==> config.mk <==
export PLATFORM = sky130hd
export DESIGN_NAME = instr_stream_loader
export DESIGN_NICKNAME = d
export VERILOG_FILES = /design/src/rtl/instr_stream_loader.sv
export SDC_FILE = /design/constraint.sdc
export NUM_CORES = 1
export LEC_CHECK = 0
export ABC_AREA = 1
export BUFFER_PORTS_ARGS = -buffer_cell sky130_fd_sc_hd__buf_2
export CORE_ASPECT_RATIO = 0.6
export CORE_UTILIZATION = 60
export CTS_BUF_LIST = sky130_fd_sc_hd__clkbuf_4
export CTS_CLUSTER_SIZE = 24
export DETAILED_ROUTE_END_ITERATION = 8
export HOLD_SLACK_MARGIN = 0.08
export PLACE_DENSITY_LB_ADDON = 0.2
export SLEW_MARGIN = 0
export SYNTH_ARGS = -nofsm -noshare
export SYNTH_HDL_FRONTEND = slang
export SYNTH_SLANG_ARGS = --single-unit
==> constraint.sdc <==
create_clock -name clk -period 6.1 [get_ports clk]
set_input_delay 1.22 -clock clk [delete_from_list [all_inputs] [get_ports clk]]
set_output_delay 1.22 -clock clk [all_outputs]
set_load 0.01 [all_outputs]
==> src/rtl/instr_stream_loader.sv <==
// Boot loader for the RISC-V tile instruction memory.
// Takes a header word followed by N payload words from a valid/ready stream.
// Each payload word becomes four little-endian byte writes on the tile's
// configuration port. After the last word the core reset is released.
module instr_stream_loader #(
  parameter int unsigned DATA_WIDTH = 32,
  parameter int unsigned ADDR_WIDTH = 24,
  parameter int unsigned MAX_WORDS  = 4096,
  parameter logic [15:0] MAGIC      = 16'hB007
) (
  input  logic                  clk,
  input  logic                  resetn,
  input  logic [DATA_WIDTH-1:0] din,
  input  logic                  val_in,
  output logic                  ready_upward,
  output logic                  instr_config_wr_en,
  output logic [ADDR_WIDTH-1:0] instr_config_addr,
  output logic [7:0]            instr_config_din,
  output logic                  core_resetn,
  output logic                  busy,
  output logic                  done,
  output logic                  err
);

  // The word counters must also hold N itself, so they are sized for MAX_WORDS+1.
  localparam int unsigned CNT_W = $clog2(MAX_WORDS + 1);

  typedef enum logic [2:0] {
    S_IDLE,
    S_LOAD,
    S_WRITE,
    S_DONE,
    S_ERR
  } state_e;

  state_e                state_q, state_d;
  logic                  ready_q, ready_d;
  logic                  wr_en_q, wr_en_d;
  logic [ADDR_WIDTH-1:0] addr_q, addr_d;
  logic [7:0]            data_q, data_d;
  logic                  core_resetn_q, core_resetn_d;
  logic                  busy_q, busy_d;
  logic                  done_q, done_d;
  logic                  err_q, err_d;
  logic [DATA_WIDTH-1:0] word_q, word_d;
  logic [CNT_W-1:0]      count_q, count_d;
  logic [CNT_W-1:0]      widx_q, widx_d;
  logic [1:0]            bidx_q, bidx_d;

  logic                  xfer;
  logic [15:0]           hdr_cnt;
  logic                  hdr_ok;
  logic [CNT_W-1:0]      widx_nx;
  logic [7:0]            byte_sel;

  // Stream handshake, header decode and byte lane selection.
  always_comb begin
    xfer     = val_in & ready_q;
    hdr_cnt  = din[15:0];
    hdr_ok   = (din[31:16] == MAGIC) && (hdr_cnt != 16'd0) &&
               (32'(hdr_cnt) <= MAX_WORDS);
    widx_nx  = widx_q + CNT_W'(1);
    byte_sel = 8'(word_q >> {bidx_q, 3'b000});
  end

  // Next-state and registered-output logic.
  // bidx counts bytes already issued for the current word: byte 0 goes out on
  // the transfer edge, bytes 1..3 in WRITE, and bidx wrapping back to 0 marks
  // the closing cycle of the word.
  always_comb begin
    state_d       = state_q;
    ready_d       = 1'b0;
    wr_en_d       = 1'b0;
    addr_d        = addr_q;
    data_d        = data_q;
    core_resetn_d = 1'b0;
    busy_d        = 1'b0;
    done_d        = 1'b0;
    err_d         = 1'b0;
    word_d        = word_q;
    count_d       = count_q;
    widx_d        = widx_q;
    bidx_d        = bidx_q;

    case (state_q)
      S_IDLE: begin
        ready_d = 1'b1;
        if (xfer) begin
          if (hdr_ok) begin
            state_d = S_LOAD;
            count_d = CNT_W'(hdr_cnt);
            widx_d  = '0;
            busy_d  = 1'b1;
          end else begin
            state_d = S_ERR;
            err_d   = 1'b1;
            ready_d = 1'b0;
          end
        end
      end

      S_LOAD: begin
        ready_d = 1'b1;
        busy_d  = 1'b1;
        if (xfer) begin
          state_d = S_WRITE;
          word_d  = din;
          wr_en_d = 1'b1;
          addr_d  = ADDR_WIDTH'({widx_q, 2'd0});
          data_d  = din[7:0];
          bidx_d  = 2'd1;
          ready_d = 1'b0;
        end
      end

      S_WRITE: begin
        busy_d = 1'b1;
        if (bidx_q != 2'd0) begin
          wr_en_d = 1'b1;
          addr_d  = ADDR_WIDTH'({widx_q, bidx_q});
          data_d  = byte_sel;
          bidx_d  = bidx_q + 2'd1;
        end else begin
          widx_d = widx_nx;
          if (widx_nx < count_q) begin
            state_d = S_LOAD;
            ready_d = 1'b1;
          end else begin
            state_d       = S_DONE;
            busy_d        = 1'b0;
            done_d        = 1'b1;
            core_resetn_d = 1'b1;
          end
        end
      end

      S_DONE: begin
        done_d        = 1'b1;
        core_resetn_d = 1'b1;
      end

      S_ERR: begin
        err_d = 1'b1;
      end

      default: begin
        state_d = S_IDLE;
      end
    endcase
  end

  // State and output registers.
  always_ff @(posedge clk or negedge resetn) begin
    if (!resetn) begin
      state_q       <= S_IDLE;
      ready_q       <= 1'b0;
      wr_en_q       <= 1'b0;
      addr_q        <= '0;
      data_q        <= '0;
      core_resetn_q <= 1'b0;
      busy_q        <= 1'b0;
      done_q        <= 1'b0;
      err_q         <= 1'b0;
      word_q        <= '0;
      count_q       <= '0;
      widx_q        <= '0;
      bidx_q        <= '0;
    end else begin
      state_q       <= state_d;
      ready_q       <= ready_d;
      wr_en_q       <= wr_en_d;
      addr_q        <= addr_d;
      data_q        <= data_d;
      core_resetn_q <= core_resetn_d;
      busy_q        <= busy_d;
      done_q        <= done_d;
      err_q         <= err_d;
      word_q        <= word_d;
      count_q       <= count_d;
      widx_q        <= widx_d;
      bidx_q        <= bidx_d;
    end
  end

  assign ready_upward       = ready_q;
  assign instr_config_wr_en = wr_en_q;
  assign instr_config_addr  = addr_q;
  assign instr_config_din   = data_q;
  assign core_resetn        = core_resetn_q;
  assign busy               = busy_q;
  assign done               = done_q;
  assign err                = err_q;

endmodule

==> results.sh <==
export IMPL_outcome="finished, final reports clean"
export IMPL_synthToLayoutAreaGrowth_pct=10.53
export IMPL_grt_overflow=0
export IMPL_die_w_um=114.6
export IMPL_numCtsBuffers=9
export IMPL_final_hold_viol_count=0
export IMPL_io_pins=73
export IMPL_path_cells="inv_1, ha_1, inv_1, nand2_1, nand2_1, nand2_4, inv_2, nor2_1, a21oi_1"
export IMPL_insertion_delay_ns=0.46
export IMPL_fp_dieH_um=69.53
export IMPL_r2r_start="bidx_q[0]"
export IMPL_p_clk_share_pct=39.0
export IMPL_synth_seq_area_share_pct=49.93
export IMPL_synth_top_cell_area_share_pct=49.93
export IMPL_ff2ff_setup_slack_ns=3.18
export IMPL_die_area_um2=7965
export IMPL_arrival_ns=3.30
export IMPL_crit_family="buffers and inverters"
export IMPL_setup_violations=0
export IMPL_port_buffers=63
export IMPL_min_path_cells=2
export IMPL_first_global_vias=3795
export IMPL_rows=24
export IMPL_synth_edf_count=0
export IMPL_r2r_cells=9
export IMPL_nets=667
export IMPL_cts_tree="yes"
export IMPL_p_leak_nw=2.762
export IMPL_hold_class="flip-flop to flip-flop"
export IMPL_cp_start_kind="flip-flop"
export IMPL_clockBufferDepth=2
export IMPL_fin_crit_sh_pct=47.87
export IMPL_grt_max_degree=92
export IMPL_syn_avg_cell_area_um2=8.086
export IMPL_maxSlewViolCount=0
export IMPL_cts_root_buf="clkbuf_4"
export IMPL_p_int_w=0.0008234
export IMPL_cp_end_kind="flip-flop"
export IMPL_critPathKind="flip-flop to flip-flop"
export IMPL_clk_pin_slew_worst_paths_ns=0.15
export IMPL_yosys_top_cells_area="dfrtp_1, nand2_1, o21ai_0, ha_1, nor2_1"
export IMPL_async_flop_share_pct=100.0
export IMPL_drt_total_wl_mm=11.01
export IMPL_cts_sinks=91
export IMPL_cts_hold_fix_buffers=0
export IMPL_n_fill_cell=614
export IMPL_cts_resized=0
export IMPL_antenna_found_initial=0
export IMPL_hp_start="instr_config_addr[4]"
export IMPL_power_switching_w=0.0002289
export IMPL_tightest_slew_ns=1.123
export IMPL_hpwl_mm=7.826
export IMPL_synth_cell_type_count=35
export IMPL_r2r_end="instr_config_din[2]"
export IMPL_drcViolationCount=0
export IMPL_wire_per_inst_um=15.17
export IMPL_syn_cell_area_um2=4561
export IMPL_vdd_drop_max_mv=0.1150
export IMPL_total_power_w=0.001052
export IMPL_post_cts_setup_buffers=0
export IMPL_swShare_pct=21.75
export IMPL_synth_largest_area_cell="dfrtp_1"
export IMPL_first_iter_violations=323
export IMPL_pwr_share_seq_pct=57.3
export IMPL_grt_pass1_wl_mm=18.36
export IMPL_final_cell_mix="nand2_1, dfrtp_1, buf_2, o21ai_0, nor2_1"
export IMPL_cap_viol_max_count=0
export IMPL_cpPeakStageDelay_ns=0.74
export IMPL_max_freq_mhz=342.5
export IMPL_holdPathEnd="instr_config_addr[4]"
export IMPL_via_per_inst=5.486
export IMPL_yosys_warnings=0
export IMPL_required_ns=6.48
export IMPL_ant_nets=0
export IMPL_place_congestion=0.8821
export IMPL_combPwrFrac_pct=3.6
export IMPL_fin_crit_ns=2.920
export IMPL_synth_cells=564
export IMPL_coreArea_um2=7297
export IMPL_p_per_area_nw_per_um2=208.8
export IMPL_final_common_cell="nand2_1"
export IMPL_dr_pass1_iters=5
export IMPL_vias=3983
export IMPL_path_buf_inv=3
export IMPL_ys_ff_latch=91
export IMPL_synth_ff_type="dfrtp_1"
export IMPL_grt_use_total_pct=30.59
export IMPL_diodes=0
export IMPL_slew_headroom_pct=25.11
export IMPL_skew_ns=0.02287
export IMPL_cts_max_level=3
export IMPL_start_util_pct=62.50
export IMPL_cp_max_fo=28
export IMPL_tns_ns=0
export IMPL_cpMaxStageDelayCell="dfrtp_1"
export IMPL_rsz0062_at_grt="no"
export IMPL_drive_above_1_share_pct=15.11
worst max path at each step:
stage	from	endpoint	slack, ns	cells past startpoint
after floorplan	din[20]	count_q[12]	3.79	10
final	bidx_q[0]	instr_config_din[2]	3.18	9
after CTS	widx_q[0]	done	3.22	12
after global routing	widx_q[0]	done	2.91	12
after detailed placement	din[21]	count_q[9]	3.06	9
after global placement	din[20]	count_q[10]	3.14	9
cells by family after synthesis:
family / after synthesis / share of synthesized area [%]
buffers and inverters: 82 / 8.230
AND/OR/NAND/NOR: 266 / 24.25
adder cells (fa/ha/maj): 15 / 4.115
other: 1 / 0.08223
XOR/XNOR: 10 / 1.920
flip-flops: 91 / 49.93
AO/OA/AOI/OAI: 99 / 11.47
state kept, by name (all words and copies together), names as in the netlist:
name and count:
instr_config_addr 15, busy 1, instr_config_wr_en 1, ready_upward 1
widx_q 13, state_q 3, err 1, done 1
count_q 13, instr_config_din 8, bidx_q 2, word_q 32
synthesized netlist by cell type (2+ instances only):
| master | count |
|---|---|
| nand2_1 | 188 |
| dfrtp_1 | 91 |
| o21ai_0 | 51 |
| nor2_1 | 49 |
| inv_1 | 48 |
| a21oi_1 | 27 |
| ha_1 | 15 |
| buf_4 | 13 |
| nand3_1 | 10 |
| o21ai_1 | 9 |
| buf_2 | 8 |
| o22ai_1 | 8 |
| nand4_1 | 7 |
| clkbuf_1 | 6 |
| xor2_1 | 6 |
| inv_2 | 5 |
| xnor2_1 | 4 |
| nor2_4 | 2 |
cell type report:
type | instances | area, um2 | share of cell area [%]
clock buffer | 10 | 75.07 | 1.489
clock inverter | 6 | 103.9 | 2.060
inverter | 53 | 198.9 | 3.946
multi-input combinational | 399 | 1938 | 38.45
sequential | 91 | 2277 | 45.17
tap | 104 | 130.1 | 2.581
timing repair buffer | 63 | 317.8 | 6.304
routing by layer:
layer | track usage, % | vias up | wire length [um]
met5 | 0 | - | 0
met4 | 8.802 | 0 | 169
met3 | 8.741 | 16 | 871
met2 | 42.96 | 161 | 4722
met1 | 46.18 | 1924 | 5250
li1 | - | 1882 | -
per-stage QoR:
stage / setup slack [ns] / utilization [%] / instance area, um2 / hold slack (ns) / std cells
floorplan: 3.787 / - / 4591 / 0.4366 / 572
global placement: 3.142 / 66.63 / 4862 / 0.4561 / 710
detailed placement: 3.063 / 66.63 / 4862 / 0.4594 / 710
CTS: 3.220 / 69.08 / 5041 / 0.4935 / 726
global route: 2.908 / 69.08 / 5041 / 0.5099 / 726
finish: 3.180 / 69.08 / 5041 / 0.4913 / 726
power by group through the flow:
stage / clock network, W / logic [W] / registers, W
floorplan: 0 / 0.0000140 / 0.000615
global placement: 0 / 0.0000380 / 0.000615
detailed placement: 0 / 0.0000387 / 0.000615
CTS: 0.000416 / 0.0000389 / 0.000603
global route: 0.000436 / 0.0000441 / 0.000603
finish: 0.000411 / 0.0000383 / 0.000603
worst min-delay path, delay by kind of cell, from the launching register on:
| family | cells | cell delay, ns |
|---|---|---|
| DFF | 1 | 0.36 |
| and+or+nand+nor | 2 | 0.10 |
No activity file was read; power rests on OpenSTA's default activity.
